`config.mk`:
```
export PLATFORM = sky130hd
export DESIGN_NAME = instruction_fetch_flat
export DESIGN_NICKNAME = d
export VERILOG_FILES = /design/src/rtl/cpu_pkg.sv /design/src/rtl/instruction_fetch_if.sv /design/src/rtl/instr_queue.sv /design/src/rtl/instruction_fetch.sv /design/src/flat_wrapper.sv
export SDC_FILE = /design/constraint.sdc
export NUM_CORES = 1
export LEC_CHECK = 0
export CAP_MARGIN = 20
export CORE_ASPECT_RATIO = 1.4
export CORE_MARGIN = 4
export CORE_UTILIZATION = 46
export CTS_CLUSTER_DIAMETER = 120
export DETAILED_ROUTE_END_ITERATION = 10
export HOLD_SLACK_MARGIN = 0.03
export PLACE_DENSITY = 0.86
export SYNTH_ARGS = -nofsm -noshare
export SYNTH_HDL_FRONTEND = slang
export SYNTH_HIERARCHICAL = 1
export SYNTH_SLANG_ARGS = --single-unit
```
`constraint.sdc`:
```
create_clock -name clk -period 2.4 [get_ports clk]
set_input_delay 0.6 -clock clk [delete_from_list [all_inputs] [get_ports clk]]
set_output_delay 0.6 -clock clk [all_outputs]
set_load 0.01 [all_outputs]
```
`src/rtl/cpu_pkg.sv`:
```
// ============================================================================
// cpu_pkg : shared widths and fetch request states for the 16-bit CPU
// Revision: 1.0
// ============================================================================
`default_nettype none

package cpu_pkg;

  localparam int INSTR_WIDTH        = 16;
  localparam int ADDR_WIDTH_DEFAULT = 8;

  // REQ_DROP: a read is outstanding whose data must be discarded (redirected)
  typedef enum logic [1:0] {
    REQ_IDLE = 2'd0,
    REQ_WAIT = 2'd1,
    REQ_DROP = 2'd2
  } req_state_e;

endpackage : cpu_pkg

`default_nettype wire

```
`src/rtl/instruction_fetch_if.sv`:
```
// ============================================================================
// instruction_fetch_if : instruction-memory and decoder handshakes of fetch
// Revision: 1.0
// ============================================================================
`default_nettype none

interface instruction_fetch_if #(
  parameter int ADDR_WIDTH = cpu_pkg::ADDR_WIDTH_DEFAULT
);
  import cpu_pkg::*;

  logic                   imem_req;
  logic [ADDR_WIDTH-1:0]  imem_addr;
  logic                   imem_ack;
  logic [INSTR_WIDTH-1:0] imem_rdata;
  logic [INSTR_WIDTH-1:0] instruction;
  logic [ADDR_WIDTH-1:0]  instr_pc;
  logic                   instr_valid;
  logic                   decode_ready;

  modport master (
    output imem_req, imem_addr, instruction, instr_pc, instr_valid,
    input  imem_ack, imem_rdata, decode_ready
  );

  modport slave (
    input  imem_req, imem_addr, instruction, instr_pc, instr_valid,
    output imem_ack, imem_rdata, decode_ready
  );

endinterface : instruction_fetch_if

`default_nettype wire

```
`src/rtl/instr_queue.sv`:
```
// ============================================================================
// instr_queue : 2-entry {word, pc} prefetch FIFO, head always in entry 0
// Revision: 1.0
// ============================================================================
`default_nettype none

module instr_queue
  import cpu_pkg::*;
#(
  parameter int ADDR_WIDTH = ADDR_WIDTH_DEFAULT
) (
  input  logic                   clk,
  input  logic                   reset,
  input  logic                   push_i,
  input  logic [INSTR_WIDTH-1:0] push_word_i,
  input  logic [ADDR_WIDTH-1:0]  push_pc_i,
  input  logic                   pop_i,
  input  logic                   flush_i,
  output logic [INSTR_WIDTH-1:0] head_word_o,
  output logic [ADDR_WIDTH-1:0]  head_pc_o,
  output logic                   valid_o,
  output logic [1:0]             count_next_o
);

  logic [INSTR_WIDTH-1:0] word0_q, word0_d, word1_q, word1_d;
  logic [ADDR_WIDTH-1:0]  pc0_q, pc0_d, pc1_q, pc1_d;
  logic [1:0]             count_q, count_d;
  logic                   do_pop;

  assign do_pop = pop_i && (count_q != 2'd0);

  always_comb begin
    word0_d = word0_q;
    word1_d = word1_q;
    pc0_d   = pc0_q;
    pc1_d   = pc1_q;
    count_d = count_q;
    if (flush_i) begin
      count_d = 2'd0;
    end else begin
      if (do_pop) begin
        word0_d = word1_q;
        pc0_d   = pc1_q;
      end
      if (push_i) begin
        // New word lands in whichever slot becomes the tail after the pop
        if ((count_q == 2'd0) || ((count_q == 2'd1) && do_pop)) begin
          word0_d = push_word_i;
          pc0_d   = push_pc_i;
        end else begin
          word1_d = push_word_i;
          pc1_d   = push_pc_i;
        end
      end
      count_d = count_q + {1'b0, push_i} - {1'b0, do_pop};
    end
  end

  always_ff @(posedge clk or posedge reset) begin
    if (reset) begin
      word0_q <= '0;
      word1_q <= '0;
      pc0_q   <= '0;
      pc1_q   <= '0;
      count_q <= 2'd0;
    end else begin
      word0_q <= word0_d;
      word1_q <= word1_d;
      pc0_q   <= pc0_d;
      pc1_q   <= pc1_d;
      count_q <= count_d;
    end
  end

  assign head_word_o  = word0_q;
  assign head_pc_o    = pc0_q;
  assign valid_o      = (count_q != 2'd0);
  assign count_next_o = count_d;

endmodule : instr_queue

`default_nettype wire

```
`src/rtl/instruction_fetch.sv`:
```
// ============================================================================
// instruction_fetch : PC, single-outstanding imem request FSM, redirect/drop
// Revision: 1.0
// ============================================================================
`default_nettype none

module instruction_fetch
  import cpu_pkg::*;
#(
  parameter int                   ADDR_WIDTH = ADDR_WIDTH_DEFAULT,
  parameter logic [ADDR_WIDTH-1:0] RESET_PC  = '0
) (
  input  logic                  clk,
  input  logic                  reset,
  instruction_fetch_if.master   bus,
  input  logic                  branch_taken,
  input  logic [ADDR_WIDTH-1:0] branch_target
);

  req_state_e            state_q, state_d;
  logic [ADDR_WIDTH-1:0] fetch_pc_q, fetch_pc_d;
  logic [ADDR_WIDTH-1:0] addr_q, addr_d;
  logic                  pending;
  logic                  ack_fire;
  logic                  push;
  logic                  pop;
  logic [1:0]            count_next;

  assign pending  = (state_q != REQ_IDLE);
  assign ack_fire = pending && bus.imem_ack;
  assign push     = ack_fire && (state_q == REQ_WAIT) && !branch_taken;
  assign pop      = bus.instr_valid && bus.decode_ready;

  always_comb begin
    state_d    = state_q;
    fetch_pc_d = fetch_pc_q;
    addr_d     = addr_q;

    if (push) begin
      fetch_pc_d = addr_q + ADDR_WIDTH'(1);
    end
    if (branch_taken) begin
      fetch_pc_d = branch_target;
    end

    if (pending && !bus.imem_ack) begin
      // Address must stay stable until ack; a redirect only marks the data dead
      if (branch_taken) begin
        state_d = REQ_DROP;
      end
    end else if (count_next < 2'd2) begin
      state_d = REQ_WAIT;
      addr_d  = fetch_pc_d;
    end else begin
      state_d = REQ_IDLE;
    end
  end

  always_ff @(posedge clk or posedge reset) begin
    if (reset) begin
      state_q    <= REQ_IDLE;
      fetch_pc_q <= RESET_PC;
      addr_q     <= RESET_PC;
    end else begin
      state_q    <= state_d;
      fetch_pc_q <= fetch_pc_d;
      addr_q     <= addr_d;
    end
  end

  assign bus.imem_req  = pending;
  assign bus.imem_addr = addr_q;

  instr_queue #(
    .ADDR_WIDTH (ADDR_WIDTH)
  ) u_queue (
    .clk          (clk),
    .reset        (reset),
    .push_i       (push),
    .push_word_i  (bus.imem_rdata),
    .push_pc_i    (addr_q),
    .pop_i        (pop),
    .flush_i      (branch_taken),
    .head_word_o  (bus.instruction),
    .head_pc_o    (bus.instr_pc),
    .valid_o      (bus.instr_valid),
    .count_next_o (count_next)
  );

endmodule : instruction_fetch

`default_nettype wire

```
`src/flat_wrapper.sv`:
```
// flat-port wrapper written by rule: the top's interface ports become plain ports
module instruction_fetch_flat import cpu_pkg::*;
#(
  parameter int                   ADDR_WIDTH = ADDR_WIDTH_DEFAULT,
  parameter logic [ADDR_WIDTH-1:0] RESET_PC  = '0
)
  (clk, reset, branch_taken, branch_target, bus_imem_req, bus_imem_addr, bus_instruction, bus_instr_pc, bus_instr_valid, bus_imem_ack, bus_imem_rdata, bus_decode_ready);
  instruction_fetch_if #(.ADDR_WIDTH(ADDR_WIDTH)) bus_i ();
  input  logic clk;
  input  logic reset;
  input  logic branch_taken;
  input  logic [ADDR_WIDTH-1:0] branch_target;
  output wire logic [$bits(bus_i.imem_req)-1:0] bus_imem_req;
  output wire logic [$bits(bus_i.imem_addr)-1:0] bus_imem_addr;
  output wire logic [$bits(bus_i.instruction)-1:0] bus_instruction;
  output wire logic [$bits(bus_i.instr_pc)-1:0] bus_instr_pc;
  output wire logic [$bits(bus_i.instr_valid)-1:0] bus_instr_valid;
  input wire logic [$bits(bus_i.imem_ack)-1:0] bus_imem_ack;
  input wire logic [$bits(bus_i.imem_rdata)-1:0] bus_imem_rdata;
  input wire logic [$bits(bus_i.decode_ready)-1:0] bus_decode_ready;
  assign bus_imem_req = bus_i.imem_req;
  assign bus_imem_addr = bus_i.imem_addr;
  assign bus_instruction = bus_i.instruction;
  assign bus_instr_pc = bus_i.instr_pc;
  assign bus_instr_valid = bus_i.instr_valid;
  assign bus_i.imem_ack = bus_imem_ack;
  assign bus_i.imem_rdata = bus_imem_rdata;
  assign bus_i.decode_ready = bus_decode_ready;
  instruction_fetch #(.ADDR_WIDTH(ADDR_WIDTH), .RESET_PC(RESET_PC)) u_core (.clk(clk), .reset(reset), .bus(bus_i), .branch_taken(branch_taken), .branch_target(branch_target));
endmodule
```
* Word level (Yosys, flattened, before mapping)
Cells that the tools add are included.
Operators by class: $add $sub $neg 3, $mul 0, bitwise logic cells 3, reductions and logical operators 15, eq/ne operators 3, $lt $le $gt $ge 1, div/mod/pow operators 0, muxes and demuxes 12, shift-type cells 0
Operators with widths (number):
- 16-bit two-way mux | 3
- 8-bit two-way mux | 5
- 8-bit by 1-bit adder with 8-bit output (second input constant) | 1
- 1-bit logical AND | 7
- 2-bit two-way mux | 3
- 2-bit by 1-bit == test with 1-bit output (second input constant) | 2
- 2-bit nonzero test | 2
- 1-bit NOT | 3
- 3-bit AND reduction | 1
- 2-bit by 1-bit adder with 2-bit output | 1
- 1-bit logical NOT | 2
- 2-bit logical NOT | 1
- 2-bit < comparator (second input constant) | 1
- 2-bit != test (second input constant) | 1
- 2-bit AND reduction | 1
- 2-bit by 1-bit subtractor with 2-bit output | 1
- 1-bit logical OR | 1
- 1-bit two-way mux | 1
Storage, ports and cells: register bits after elaboration 68, memory bits (read-only) 0, logic and storage cells 45, memories kept 0, latch bits 0, memory bits (writable) 0, output and inout port bits 34

* Depth between registers and ports, before layout
word-level depth 10, depth in mapped cells 12, depth with buffers taken out 11

* Modules after synthesis
The synthesis kept the hierarchy.
By module, submodules not included:
- instr_queue | area each 2209.6 um2, instances 1, cells each 152, sequential area each 1251.2 um2
- instruction_fetch | area each 983.4 um2, instances 1, cells each 103, sequential area each 450.4 um2

* Worst setup path after synthesis
OpenSTA, ideal clock, no wires.
path type register -> register, start point register u_core.u_queue.count_q[0], end point register u_core.addr_q[2] (netlist: u_core/bus.imem_addr[2]), stages on the path, launching flop included 13, data arrival time 2.341 ns, period minus slack after synthesis 2.461 ns, path buffers 1, slack -0.061 ns, required time 2.280 ns, path through dfrtp_1 or2_1 and2_1 o21a_1 ha_1 inv_1 ha_1 xnor2_1 nor2_1 a21o_1 buf_2 o21ai_0 nand2_1
On the way: longest elaborated chain between the ends 7, elaborated cells on any way between the ends 8, those cells by class add/sub (2); order compare (1); mux (1); reduce/logical (4)
RTL lines:
- from (decl) | line instr_queue.sv:27 | logic [1:0] count_q, count_d;
- from (signal assigned) | line instr_queue.sv:71 | count_q <= count_d;
- 2-bit nonzero test | line instr_queue.sv:77 | assign valid_o = (count_q != 2'd0);
- via bus_instr_valid | line flat_wrapper.sv:17 | output wire logic [$bits(bus_i.instr_valid)-1:0] bus_instr_valid;
- 1-bit logical AND | line instruction_fetch.sv:32 | assign pop = bus.instr_valid && bus.decode_ready;
- via u_core.pop | line instruction_fetch.sv:26 | logic pop;
- 1-bit logical AND | line instr_queue.sv:30 | assign do_pop = pop_i && (count_q != 2'd0);
- 2-bit by 1-bit subtractor with 2-bit output | line instr_queue.sv:55 | count_d = count_q + {1'b0, push_i} - {1'b0, do_pop};
- 2-bit two-way mux | line instr_queue.sv:38 | if (flush_i) begin
- via u_core.count_next[1] | line instruction_fetch.sv:27 | logic [1:0] count_next;
- 2-bit < comparator | line instruction_fetch.sv:51 | end else if (count_next < 2'd2) begin
- 2-bit AND reduction (no line)
- to (signal assigned) | line instruction_fetch.sv:67 | addr_q <= addr_d;
- to (decl) | line instruction_fetch.sv:22 | logic [ADDR_WIDTH-1:0] addr_q, addr_d;
The timed path passes the listed nets, and every way through them passes these cells. A chain may end at the register's enable or synchronous reset.

* Final worst setup path
start point input port bus_decode_ready, end point register u_core.addr_q[7] (netlist: u_core/bus.imem_addr[7])
On the way: longest elaborated chain between the ends 6
RTL lines:
- from (decl) | line flat_wrapper.sv:20 | input wire logic [$bits(bus_i.decode_ready)-1:0] bus_decode_ready;
- 1-bit logical AND | line instruction_fetch.sv:32
- via u_core.pop | line instruction_fetch.sv:26
- 1-bit logical AND | line instr_queue.sv:30
- 2-bit by 1-bit subtractor with 2-bit output | line instr_queue.sv:55
- 2-bit two-way mux | line instr_queue.sv:38
- via u_core.count_next[1] | line instruction_fetch.sv:27
- 2-bit < comparator | line instruction_fetch.sv:51
- 2-bit AND reduction (no line)
The timed path passes the listed nets, and every way through them passes these cells.

==> impl_metrics.ini <==
[timing]
min_period_over_period = 0.978
post-route-worst-setup-slack_ps = 52.2
finalHoldViolCount = 0
setup-tns-final_ps = 0
max-slew-margin-rel = 0.528
transition_time_at_the_pin_with_the_least_slew_margin_ps = 708
hold-worst-slack_ps = 514
rsz0062_at_grt = true
worst_clock_skew_ps = 4.19
setup_viol = 0
final.min_clock_period_ps = 2350
max_freq_mhz = 426
timing_max_transition_violations_final = 0

[placement]
placement.setup.worst_slack_ps = -461
hpwlAfterDp_um = 5270
postPlaceCellArea_sq_um = 4090
place_congestion = 0.828
portbufs = 62

[clocking]
h-tree-depth = 3
cts_buffers = 9
path_clk_slew_ps = 70
cts_buffer_depth = 2
clk-insertion-delay-late_ps = 330
cts.hold.buffers_added = 0
cts_root_buffer = sky130_fd_sc_hd__clkbuf_8
tritoncts_num_sinks = 68
tritoncts = built

[layout]
final_layout_size_suffix_gt1_frac = 0.243
syn2layout_area_growth_pct = 37.1
finish.net_count = 373
final_core_util = 0.658
finalInstanceArea_sq_um = 4380
num_antenna_cells = 0

[global_route]
groute.layer.met2.usage = 0.351
global_route.usage.met3 = 0.0277
global_route_wire_length_before_repair_um = 13000
grt_start_max_net_pins = 36
grt_overflow_total = 0
grt_usage = 0.197
globalRouteMet1Util = 0.246
top_usage_layer = met2
initial_antenna_violation_count = 0
via_count_of_the_first_global_routing_pass = 2565

[synthesis]
ys_seq_area_frac = 0.533
synth.net_count = 287
synthMostInstantiatedCell = sky130_fd_sc_hd__dfrtp_1
yosys.area.top_type_share = 0.533
synth_top_cells_by_count = sky130_fd_sc_hd__dfrtp_1 (68), sky130_fd_sc_hd__o22ai_1 (26), sky130_fd_sc_hd__a2bb2oi_1 (23)
synth_area_per_cell_sq_um = 12.5
synth-edff-count = 0
synth_top_flop_cell = sky130_fd_sc_hd__dfrtp_1
postSynthCellCount = 255
yosys.cell_types.count = 47
synthesis.yosys.warnings = 6
netlist_top_cells_area = sky130_fd_sc_hd__dfrtp_1 (53%), sky130_fd_sc_hd__mux2_4 (9.4%), sky130_fd_sc_hd__a2bb2oi_1 (6.3%)
synth_async_sr_flop_share = 1.00
synth-seq-cells = 68
synth_top_area_cell = sky130_fd_sc_hd__dfrtp_1
mappedNetlistArea_sq_um = 3190

[worst_setup_path]
critical_path.endpoint_type = register
timing.critical_path.slowest_stage_cell = sky130_fd_sc_hd__clkdlybuf4s50_1
crit_path_max_fanout = 6
timing_worst_setup_path_type = input port to register
cp_data_arrival_time_ps = 2570
crit_path_cell_trace = clkdlybuf4s50_1, and2_4, o21a_1, ha_1, inv_1, ha_2, xnor2_2, nor2_2, buf_4, a21o_2, o22a_1
worst_setup_path_start_kind = input port
timing.critical_path.slowest_cell_delay_ps = 460
worst-endpoint-required_ps = 2620

[floorplan]
num_rows = 35
die_x_um = 78.4
floorplan.die.height_um = 107
num_io_pins = 63
dieArea_sq_um = 8360
floorplan.initialDensity = 0.480
core_area_sq_um = 6660

[pwr]
p_int_mw = 3.16
ir_worst_vdd_uv = 637
cellPowerDensity_nw_per_um2 = 1010
clkPwrFrac = 0.255
combinationalPowerShare = 0.328
leakagePower_nw = 2.00
p_switching_mw = 1.26
power.share.switching = 0.285
pwr-share-seq = 0.417

[run]
reported_max_cap_violation_count = 0

[route]
dr_total_vias = 2410
post_drt_via_cell_ratio = 5.50
ant_nets = 0
firstDrtPassIters = 4
drc_marker_count_from_the_first_detailed_route_iteration = 160
post_drt_wl_per_cell_um = 17.4
detail_route.drc_violations = 0
finalWirelength_um = 7640

[hold_path]
worst_hold_path_type = register to register

[run_status]
outcome = complete, no violations
-- layer usage --
metal  vias up  wire length, um
met4         0               83
met1      1200             3250
met5         -                0
met2        77             4010
met3         8              295
li1       1125                -
-- cells in the final DEF (no fill, tap or decap), types with 3 or more instances in the layout --
cell	count
sky130_fd_sc_hd__clkdlybuf4s50_1	62
sky130_fd_sc_hd__a21oi_1	7
sky130_fd_sc_hd__nand3_1	3
sky130_fd_sc_hd__and2_1	5
sky130_fd_sc_hd__buf_12	6
sky130_fd_sc_hd__nand2_1	6
sky130_fd_sc_hd__mux2_4	20
sky130_fd_sc_hd__o22ai_1	26
sky130_fd_sc_hd__buf_4	19
sky130_fd_sc_hd__xnor2_1	5
sky130_fd_sc_hd__a2bb2oi_1	23
sky130_fd_sc_hd__clkbuf_8	9
sky130_fd_sc_hd__o31a_1	3
sky130_fd_sc_hd__nor2_1	8
sky130_fd_sc_hd__o21ai_0	8
sky130_fd_sc_hd__dfrtp_1	68
sky130_fd_sc_hd__a31oi_1	6
sky130_fd_sc_hd__mux2_2	5
sky130_fd_sc_hd__inv_1	8
sky130_fd_sc_hd__bufinv_16	3
-- state kept, by name, summed over array words and instances (netlist names) --
| name | cells |
|---|---|
| u_core/fetch_pc_q | 8 |
| u_core/u_queue/head_word_o | 16 |
| u_core/u_queue/pc1_q | 8 |
| u_core/u_queue/head_pc_o | 8 |
| u_core/state_q | 2 |
| u_core/bus.imem_addr | 8 |
| u_core/u_queue/count_q | 2 |
| u_core/u_queue/word1_q | 16 |
-- power groups by stage --
stage / logic, mW / clock network, mW / registers (mW)
final: 1.45 / 1.13 / 1.85
after global routing: 1.55 / 1.18 / 1.90
after CTS: 1.46 / 1.15 / 1.84
after detailed placement: 1.44 / 0 / 1.85
after global placement: 1.40 / 0 / 1.83
after floorplan: 0.642 / 0 / 1.89
-- what timing repair did --
item | 4_1_cts | 5_1_grt
endpoints found under the setup margin | 7 | 5
pin swaps | 1 | 1
resized for setup | 3 | 4
gates cloned | 1 | 0
buffers inserted | 1 | 1
-- critical path, delay by kind of cell --
| family | cells | cell delay (ps) |
|---|---|---|
| buf+inv | 3 | 660 |
| compound gates | 3 | 580 |
| fa+ha+maj | 2 | 410 |
| simple gates | 2 | 200 |
| xor+xnor | 1 | 110 |
-- worst paths after layout --
check | cells after the start | end | slack, ps | startpoint
min in group asynchronous | 2 | u_core/u_queue/count_q[0]$_DFF_PP0_ | 590 | reset
max | 11 | u_core/bus.imem_addr[7]$_DFFE_PP0P_ | 50 | bus_decode_ready
min reg2reg | 1 | u_core/u_queue/word1_q[2]$_DFFE_PP0P_ | 510 | u_core/u_queue/word1_q[2]$_DFFE_PP0P_
max reg2reg | 12 | u_core/bus.imem_addr[0]$_DFFE_PP0P_ | 90 | u_core/u_queue/count_q[0]$_DFF_PP0_
max in group asynchronous | 2 | u_core/fetch_pc_q[4]$_DFF_PP0_ | 1210 | reset
min | 1 | u_core/u_queue/word1_q[2]$_DFFE_PP0P_ | 510 | u_core/u_queue/word1_q[2]$_DFFE_PP0P_
-- kinds of logic (layout without fill, tap and decap cells) --
family | count (synthesis) | in the layout | share of synthesized area
AO/OA/AOI/OAI | 86 | 87 | 0.189
XOR/XNOR | 8 | 8 | 0.0219
adder cells (fa/ha/maj) | 3 | 3 | 0.0118
buffers and inverters | 23 | 113 | 0.0400
flip-flops | 68 | 68 | 0.533
multiplexers | 27 | 27 | 0.118
AND/OR/NAND/NOR | 40 | 40 | 0.0866
-- stage by stage --
stage	power, mW	std cells
2_1_floorplan	2.53	255
3_3_place_gp	3.23	419
3_5_place_dp	3.29	419
4_1_cts	4.45	437
5_1_grt	4.64	438
6_report	4.42	438
-- layout make-up --
class                      count  area, sq um
fill                         496         2280
timing repair buffer          87          883
sequential                    68         1700
multi-input combinational    165         1400
clock inverter                 6          113
tap                           92          115
clock buffer                  10          128
inverter                      10         37.5
(Power assumes the default switching activity.)
